## src/rtl/msrv32_pkg.sv

```systemverilog
// Shared encodings for the machine-mode trap controller: FSM states, cause codes, PC select.
// Latency: n/a (constants and types only).
// Backpressure: n/a.
package msrv32_pkg;

  // Machine-control FSM states
  typedef enum logic [1:0] {
    ST_RESET       = 2'b00,
    ST_OPERATING   = 2'b01,
    ST_TRAP_TAKEN  = 2'b10,
    ST_TRAP_RETURN = 2'b11
  } mc_state_t;

  // PC source select driven to the fetch stage
  localparam logic [1:0] PC_BOOT = 2'b00;
  localparam logic [1:0] PC_NEXT = 2'b01;
  localparam logic [1:0] PC_EPC  = 2'b10;
  localparam logic [1:0] PC_TRAP = 2'b11;

  // Exception cause codes (mcause with interrupt bit clear)
  localparam logic [3:0] CAUSE_INSTR_MISALIGNED = 4'd0;
  localparam logic [3:0] CAUSE_ILLEGAL_INSTR    = 4'd2;
  localparam logic [3:0] CAUSE_BREAKPOINT       = 4'd3;
  localparam logic [3:0] CAUSE_LOAD_MISALIGNED  = 4'd4;
  localparam logic [3:0] CAUSE_STORE_MISALIGNED = 4'd6;
  localparam logic [3:0] CAUSE_ECALL_M          = 4'd11;

  // Interrupt cause codes (mcause with interrupt bit set)
  localparam logic [3:0] CAUSE_INT_SOFTWARE = 4'd3;
  localparam logic [3:0] CAUSE_INT_TIMER    = 4'd7;
  localparam logic [3:0] CAUSE_INT_EXTERNAL = 4'd11;

  // SYSTEM instruction decode fields
  localparam logic [4:0] OPC_SYSTEM  = 5'b11100;
  localparam logic [2:0] F3_PRIV     = 3'b000;
  localparam logic [6:0] F7_ECALL    = 7'b0000000;
  localparam logic [6:0] F7_MRET     = 7'b0011000;
  localparam logic [4:0] RS2_ECALL   = 5'b00000;
  localparam logic [4:0] RS2_EBREAK  = 5'b00001;
  localparam logic [4:0] RS2_MRET    = 5'b00010;

  // True for the causes that report a misaligned access
  function automatic logic cause_is_misaligned(input logic [3:0] c);
    return (c == CAUSE_INSTR_MISALIGNED) || (c == CAUSE_LOAD_MISALIGNED) ||
           (c == CAUSE_STORE_MISALIGNED);
  endfunction

endpackage

```

## src/rtl/msrv32_trap_decode.sv

```systemverilog
// SYSTEM-instruction decode plus exception/interrupt priority encoding.
// Latency: purely combinational, zero cycles.
// Backpressure: none; the FSM decides whether the request is acted upon.
module msrv32_trap_decode
  import msrv32_pkg::*;
(
  input  logic       illegal_instr_i,
  input  logic       misaligned_instr_i,
  input  logic       misaligned_load_i,
  input  logic       misaligned_store_i,
  input  logic [4:0] opcode_6_2_i,
  input  logic [2:0] funct3_i,
  input  logic [6:0] funct7_i,
  input  logic [4:0] rs1_addr_i,
  input  logic [4:0] rs2_addr_i,
  input  logic [4:0] rd_addr_i,
  input  logic       mie_i,
  input  logic       meie_i,
  input  logic       mtie_i,
  input  logic       msie_i,
  input  logic       meip_i,
  input  logic       mtip_i,
  input  logic       msip_i,
  output logic       trap_req_o,
  output logic       is_int_o,
  output logic [3:0] cause_o,
  output logic       is_misaligned_o,
  output logic       mret_o
);

  logic is_system;
  logic is_ecall;
  logic is_ebreak;
  logic is_mret;
  logic any_exc;
  logic ext_pend;
  logic sw_pend;
  logic tmr_pend;
  logic int_take;

  assign is_system = (opcode_6_2_i == OPC_SYSTEM) && (funct3_i == F3_PRIV) &&
                     (rs1_addr_i == 5'd0) && (rd_addr_i == 5'd0);
  assign is_ecall  = is_system && (funct7_i == F7_ECALL) && (rs2_addr_i == RS2_ECALL);
  assign is_ebreak = is_system && (funct7_i == F7_ECALL) && (rs2_addr_i == RS2_EBREAK);
  assign is_mret   = is_system && (funct7_i == F7_MRET)  && (rs2_addr_i == RS2_MRET);

  assign any_exc = illegal_instr_i | misaligned_instr_i | is_ecall | is_ebreak |
                   misaligned_load_i | misaligned_store_i;

  // An interrupt is only taken when globally enabled and a source is both enabled and pending
  assign ext_pend = meie_i & meip_i;
  assign sw_pend  = msie_i & msip_i;
  assign tmr_pend = mtie_i & mtip_i;
  assign int_take = mie_i & (ext_pend | sw_pend | tmr_pend);

  assign trap_req_o = any_exc | int_take;
  // mret is reported raw; a concurrent trap request overrides it in the FSM
  assign mret_o     = is_mret;

  // Priority encode: exceptions first (fixed order), then interrupts ext > sw > timer
  always_comb begin
    cause_o  = CAUSE_INSTR_MISALIGNED;
    is_int_o = 1'b0;
    if (illegal_instr_i) begin
      cause_o = CAUSE_ILLEGAL_INSTR;
    end else if (misaligned_instr_i) begin
      cause_o = CAUSE_INSTR_MISALIGNED;
    end else if (is_ecall) begin
      cause_o = CAUSE_ECALL_M;
    end else if (is_ebreak) begin
      cause_o = CAUSE_BREAKPOINT;
    end else if (misaligned_load_i) begin
      cause_o = CAUSE_LOAD_MISALIGNED;
    end else if (misaligned_store_i) begin
      cause_o = CAUSE_STORE_MISALIGNED;
    end else if (int_take) begin
      is_int_o = 1'b1;
      if (ext_pend) begin
        cause_o = CAUSE_INT_EXTERNAL;
      end else if (sw_pend) begin
        cause_o = CAUSE_INT_SOFTWARE;
      end else begin
        cause_o = CAUSE_INT_TIMER;
      end
    end
  end

  // Interrupt cause numbers overlap exception ones, so qualify with the exception path
  assign is_misaligned_o = any_exc & cause_is_misaligned(cause_o);

endmodule

```

## src/rtl/msrv32_machine_control.sv

```systemverilog
// Machine-mode trap/return sequencer: FSM driving PC select, flush and CSR strobes.
// Latency: trap/mret seen in OPERATING takes effect the next cycle; trap states last one cycle.
// Backpressure: none; events arriving in TRAP_TAKEN/TRAP_RETURN are ignored.
module msrv32_machine_control
  import msrv32_pkg::*;
(
  input  logic       clk_in,
  input  logic       rst_in,
  input  logic       illegal_instr_in,
  input  logic       misaligned_instr_in,
  input  logic       misaligned_load_in,
  input  logic       misaligned_store_in,
  input  logic [4:0] opcode_6_2_in,
  input  logic [2:0] funct3_in,
  input  logic [6:0] funct7_in,
  input  logic [4:0] rs1_addr_in,
  input  logic [4:0] rs2_addr_in,
  input  logic [4:0] rd_addr_in,
  input  logic       mie_in,
  input  logic       meie_in,
  input  logic       mtie_in,
  input  logic       msie_in,
  input  logic       meip_in,
  input  logic       mtip_in,
  input  logic       msip_in,
  output logic       i_or_e_out,
  output logic       set_cause_out,
  output logic       set_epc_out,
  output logic       mie_clear_out,
  output logic       mie_set_out,
  output logic       instret_inc_out,
  output logic       misaligned_exception_out,
  output logic [3:0] cause_out,
  output logic [1:0] pc_src_out,
  output logic       flush_out
);

  mc_state_t  state_q, state_d;
  logic [3:0] cause_q;
  logic       i_or_e_q;
  logic       misaligned_q;
  logic       trap_req;
  logic       is_int;
  logic [3:0] cause;
  logic       is_misaligned;
  logic       mret;
  logic       take_trap;

  msrv32_trap_decode u_trap_decode (
    .illegal_instr_i    (illegal_instr_in),
    .misaligned_instr_i (misaligned_instr_in),
    .misaligned_load_i  (misaligned_load_in),
    .misaligned_store_i (misaligned_store_in),
    .opcode_6_2_i       (opcode_6_2_in),
    .funct3_i           (funct3_in),
    .funct7_i           (funct7_in),
    .rs1_addr_i         (rs1_addr_in),
    .rs2_addr_i         (rs2_addr_in),
    .rd_addr_i          (rd_addr_in),
    .mie_i              (mie_in),
    .meie_i             (meie_in),
    .mtie_i             (mtie_in),
    .msie_i             (msie_in),
    .meip_i             (meip_in),
    .mtip_i             (mtip_in),
    .msip_i             (msip_in),
    .trap_req_o         (trap_req),
    .is_int_o           (is_int),
    .cause_o            (cause),
    .is_misaligned_o    (is_misaligned),
    .mret_o             (mret)
  );

  assign take_trap = (state_q == ST_OPERATING) && trap_req;

  // State register; reset forces RESET asynchronously, even mid-trap
  always_ff @(posedge clk_in or negedge rst_in) begin
    if (!rst_in) begin
      state_q <= ST_RESET;
    end else begin
      state_q <= state_d;
    end
  end

  // Trap information is captured only on entry to TRAP_TAKEN and held until the next trap
  always_ff @(posedge clk_in or negedge rst_in) begin
    if (!rst_in) begin
      cause_q      <= 4'd0;
      i_or_e_q     <= 1'b0;
      misaligned_q <= 1'b0;
    end else if (take_trap) begin
      cause_q      <= cause;
      i_or_e_q     <= is_int;
      misaligned_q <= is_misaligned;
    end
  end

  // Next-state and Moore outputs; traps beat mret, trap states always fall back to OPERATING
  always_comb begin
    state_d         = state_q;
    pc_src_out      = PC_BOOT;
    flush_out       = 1'b1;
    instret_inc_out = 1'b0;
    set_epc_out     = 1'b0;
    set_cause_out   = 1'b0;
    mie_clear_out   = 1'b0;
    mie_set_out     = 1'b0;
    unique case (state_q)
      ST_RESET: begin
        state_d = ST_OPERATING;
      end
      ST_OPERATING: begin
        pc_src_out      = PC_NEXT;
        flush_out       = 1'b0;
        instret_inc_out = 1'b1;
        if (trap_req) begin
          state_d = ST_TRAP_TAKEN;
        end else if (mret) begin
          state_d = ST_TRAP_RETURN;
        end
      end
      ST_TRAP_TAKEN: begin
        pc_src_out    = PC_TRAP;
        set_epc_out   = 1'b1;
        set_cause_out = 1'b1;
        mie_clear_out = 1'b1;
        state_d       = ST_OPERATING;
      end
      ST_TRAP_RETURN: begin
        pc_src_out  = PC_EPC;
        mie_set_out = 1'b1;
        state_d     = ST_OPERATING;
      end
      default: begin
        state_d = ST_RESET;
      end
    endcase
  end

  assign cause_out                = cause_q;
  assign i_or_e_out               = i_or_e_q;
  assign misaligned_exception_out = misaligned_q;

endmodule

```

## config.mk

```make
export PLATFORM = sky130hd
export DESIGN_NAME = msrv32_machine_control
export DESIGN_NICKNAME = d
export VERILOG_FILES = /design/src/rtl/msrv32_pkg.sv /design/src/rtl/msrv32_trap_decode.sv /design/src/rtl/msrv32_machine_control.sv
export SDC_FILE = /design/constraint.sdc
export NUM_CORES = 1
export LEC_CHECK = 0
export ABC_AREA = 1
export BUFFER_PORTS_ARGS = -buffer_cell sky130_fd_sc_hd__buf_2
export CORE_UTILIZATION = 28
export CTS_CLUSTER_DIAMETER = 50
export DETAILED_ROUTE_END_ITERATION = 7
export PLACE_DENSITY = 0.64
export SYNTH_ARGS = -nofsm -noshare
export SYNTH_HDL_FRONTEND = slang
export SYNTH_SLANG_ARGS = --single-unit
```

## constraint.sdc

```tcl
create_clock -name clk_in -period 2.5 [get_ports clk_in]
set_input_delay 0.25 -clock clk_in [delete_from_list [all_inputs] [get_ports clk_in]]
set_output_delay 0.25 -clock clk_in [all_outputs]
set_load 0.03 [all_outputs]
```

# [Yosys cells after proc, flatten, opt, wreduce, memory -nomap -nowiden]
# Index checks and enable logic that the tools add are counted.
[op_classes] eq_ne=10 bitwise=13 n_reduce_logical=19 n_mux=24
[op_table] cell="4-bit 2-to-1 mux" n=8
[op_table] cell="5-bit zero test" n=3
[op_table] cell="1-bit 2-to-1 mux" n=11
[op_table] cell="1-bit logical AND" n=9
[op_table] cell="4-bit by 3-bit == test with 1-bit output (second input constant)" n=2
[op_table] cell="1-bit bitwise OR" n=8
[op_table] cell="7-bit by 5-bit == test with 1-bit output (second input constant)" n=1
[op_table] cell="7-bit zero test" n=1
[op_table] cell="2-bit one-hot mux with 3 select lines" n=1
[op_table] cell="1-bit AND" n=5
[op_table] cell="5-bit by 1-bit == test with 1-bit output (second input constant)" n=1
[op_table] cell="5-bit by 2-bit == test with 1-bit output (second input constant)" n=1
[op_table] cell="5-bit == test (second input constant)" n=1
[op_table] cell="2-bit == test (second input constant)" n=2
[op_table] cell="4-bit zero test" n=1
[op_table] cell="2-bit 2-to-1 mux" n=2
[op_table] cell="2-bit one-hot mux with 2 select lines" n=1
[op_table] cell="3-bit zero test" n=1
[op_table] cell="3-bit 2-to-1 mux" n=1
[op_table] cell="3-bit != test (second input constant)" n=1
[op_table] cell="3-bit OR reduction" n=1
[op_table] cell="2-bit by 1-bit == test with 1-bit output (second input constant)" n=1
[op_table] cell="2-bit zero test" n=1
[op_table] cell="1-bit logical OR" n=2
[totals] reg_bits=8 output_inout_bits=14

# [Longest topological paths before layout]
[logic_depth] word_depth=15 depth_mapped=12 ltp_nobuf=12

# [Hierarchy]
# A second synthesis with hierarchy kept.
[unflattened] cells_unflattened=114 hier_area_um2=763.2
[by_module_without_submodules] module="msrv32_machine_control" n_inst=1 seq_area_each_um2=200.2 area_per_inst_um2=440.4 cells_per_inst=50
[by_module_without_submodules] module="msrv32_trap_decode" n_inst=1 seq_area_each_um2=0.0 area_per_inst_um2=322.8 cells_per_inst=64

# [Worst setup path before layout]
# No wires, ideal clock.
[synth_path] path_type="reg2reg" from="register state_q[1]" to="register state_q[0]" stages_incl_launch_ff=6 arrival_ps=1419 path_slack_ps=930 n_path_buf=0 period_less_slack_ps=1570 path_cell_list="dfrtp_1 > inv_1 > ha_1 > inv_1 > nor2_1 > a22oi_1"
[synth_between] elab_chain_len=3 word_cells_on_any_way=7 classes_between="4 x eq/ne; 1 x mux; 2 x reduce/logical"
[synth_rtl] item="start: declaration" line="msrv32_machine_control.sv:38" rtl="mc_state_t state_q, state_d;"
[synth_rtl] item="start signal: assignment" line="msrv32_machine_control.sv:81" rtl="state_q <= state_d;"
[synth_rtl] item="2-bit == test / 2-bit zero test (equally long branches)" line="msrv32_machine_control.sv:108" rtl="unique case (state_q)"
[synth_rtl] item="3-bit OR reduction (no source line)"
[synth_rtl] item="2-bit one-hot mux with 2 select lines" line="msrv32_machine_control.sv:108"
# Several ways; a longest one is shown, not always the timed one.
# A chain may end at the register's enable or synchronous reset.

# [Worst setup path in the final report]
[layout_path] from="register state_q[0]" to="output port pc_src_out[1]"
[layout_between] elab_chain_len=2 word_cells_on_any_way=4 classes_between="3 x eq/ne; 1 x mux"
[layout_rtl] item="2-bit == test / 2-bit by 1-bit == test with 1-bit output (equally long branches)" line="msrv32_machine_control.sv:108"
[layout_rtl] item="2-bit one-hot mux with 3 select lines (*)" line="msrv32_machine_control.sv:108"
[layout_rtl] item="end: declaration" line="msrv32_machine_control.sv:34" rtl="output logic [1:0] pc_src_out,"
# Mark *: on every way between the ends. The rest lies on a longest branch, timed or not.

==> out/qor.yml <==
status: "completed"
power_frac_seq_pct: 42.4
crit_required_ns: 2.25
die_area_mm2: 0.00285
path_delay_family: "flip-flops"
holdWs_ns: 0.368
final_cell_mix: "buf_2, nand2_1, nor2_1"
cp_max_fo: 4
fin_nets: 211
p_per_area_mw_per_mm2: 304
ant_nets: 0
clk_pin_slew_ns: 0.05
period_needed_ns: 1.64
clock_path_buffers: 2
cp-end-kind: "output pin"
cts_hold_buf: 1
diodes: 0
antenna_found_initial: 0
synthesis.nets: 151
worst_slew_pin_slew_ns: 0.466
cts_tree: "built"
grt_use_total_pct: 13.7
crit_chain: "inv_1 -> ha_1 -> or2_2 -> buf_2"
die_height_um: 53.3
final_util_pct: 43.3
syn_to_final_growth_pct: 45.4
final-max-slew-violation-count: 0
grt_pass1_wl_um: 2940
drt-pass1-iter-count: 4
root_buffer: "clkbuf_4"
period_share_pct: 65.5
critPathKind: "reg2out"
synth_cells: 105
port_buffers: 56
wirelength_um: 1660
grt_max_degree: 10
grt_pass1_vias: 769
place_hpwl_um: 1510
crit_buf_inv: 2
grt_setup_unrepaired: "false"
internal-power_uw: 233
route.detailed.drc: 0
p_leak_nw: 0.618
htree_num_levels: 1
start_util_pct: 29.8
ctsResizeCount: 0
vias_per_cell: 4.45
placementRows: 18
power.switching_uw: 94.3
die-width_um: 53.3
ys_ff_latch: 8
clockPowerShare_pct: 28.5
clock_sinks: 8
post_cts_buffers: 0
switching_share_pct: 28.9
drive_above_1_share_pct: 45.4
drt_iter0_markers: 7
routabilityCongestion: 0.784
avgSynthCellArea_um2: 7.03
crit_path_start_kind: "flop"
cp_data_arrival_time_ns: 1.39
synth_area_um2: 738
ir_drop_mv: 0.198
skew_ns: 0.00103
final_common_cell: "buf_2"
slowest_delay_ns: 0.40
relSlewSlack_pct: 68.8
finalSetupTns_ns: 0
hp-class: "in2async"
ys_warn_count: 0
cts_made_buffers: 3
grt_overflow: 0
ys_seq_area_share_pct: 27.1
fmax_mhz: 611
clock_latency_ns: 0.24
num_vias: 858
core_mm2: 0.00248
final_hold_viol_count: 0
ios: 57
synth_cell_types: 27
p_comb_share_pct: 29.1
drv_cap: 0
cpMaxStageDelayCell: "dfrtp_1"
wl_per_cell_um: 8.62
setup_viol: 0
[power by group through the flow]
stage	registers [mW]	logic [mW]	clock network (mW)
6_report	0.139	0.0950	0.0932
5_1_grt	0.139	0.107	0.104
4_1_cts	0.139	0.0961	0.0986
3_5_place_dp	0.141	0.0948	0
3_3_place_gp	0.140	0.0920	0
2_1_floorplan	0.152	0.0360	0
[cells by family (layout without fill, tap and decap cells)]
family,after synthesis,count (layout),share of synthesized area (%)
adders and majority gates,3,3,5.09
and+or+nand+nor,69,69,47.6
buffers and inverters,16,74,9.15
DFF,8,8,27.1
AOI/OAI and AO/OA,9,9,11.0
[cell type report]
type                       count  area, um^2
clock buffer                   3        22.5
fill                         276        1400
inverter                      14        52.6
multi-input combinational     81         470
sequential                     8         200
tap                           30        37.5
timing repair buffer          57         290
[final timing paths]
check,from,slack [ns],to,cells past startpoint
max in group asynchronous,rst_in,1.97,misaligned_exception_out$_DFFE_PN0P_,2
worst max register to register,state_q[1]$_DFFE_PN0P_,1.26,state_q[0]$_DFFE_PN0P_,5
min in group clk_in,funct7_in[6],0.38,state_q[0]$_DFFE_PN0P_,4
worst max-delay path,state_q[0]$_DFFE_PN0P_,0.86,pc_src_out[1],4
worst min-delay path,rst_in,0.37,cause_out[0]$_DFFE_PN0P_,2
worst min register to register,cause_out[3]$_DFFE_PN0P_,0.48,cause_out[3]$_DFFE_PN0P_,2
[registers in the layout, indices dropped and copies added (netlist names)]
signal / cells
i_or_e_out: 1
state_q: 2
cause_out: 4
misaligned_exception_out: 1
[metal layers]
| layer | wire, um | global-route usage, % | vias up | part of all wire (%) |
|---|---|---|---|---|
| li1 | - | - | 450 | - |
| met1 | 696 | 15.8 | 379 | 42 |
| met2 | 883 | 25.0 | 29 | 53 |
| met3 | 84 | 1.72 | 0 | 5.0 |
| met4 | 0 | 5.26 | 0 | 0 |
| met5 | 0 | 0 | - | 0 |
[per-stage QoR]
stage / setup slack, ns / area, um^2 / total power [mW] / cells
6_report: 0.862 / 1070 / 0.327 / 193
5_1_grt: 0.761 / 1070 / 0.351 / 193
4_1_cts: 0.846 / 1070 / 0.334 / 193
3_5_place_dp: 1.03 / 1040 / 0.236 / 189
3_3_place_gp: 1.06 / 1040 / 0.232 / 189
2_1_floorplan: 0.930 / 738 / 0.188 / 105
[cell usage after synthesis]
cell type	n	area, um^2
a21oi_1	1	5.00
a21oi_2	1	8.76
a22oi_1	1	7.51
and2_0	1	6.26
buf_4	2	15.0
dfrtp_1	8	200
ha_1	3	37.5
inv_1	14	52.6
nand2_1	26	97.6
nand2_2	1	6.26
nand2_4	1	11.3
nand3_1	6	30.0
nand3_2	1	10.0
nand3b_1	2	15.0
nand4_1	3	18.8
nand4_4	1	21.3
nor2_1	19	71.3
nor2_2	1	6.26
nor2_4	2	22.5
nor3_2	1	10.0
nor4_1	1	6.26
o211ai_4	1	21.3
o21ai_0	1	5.00
o21ai_2	3	26.3
o21bai_1	1	7.51
or2_1	1	6.26
or2_2	2	12.5
No activity file was read; power rests on OpenSTA's default activity.
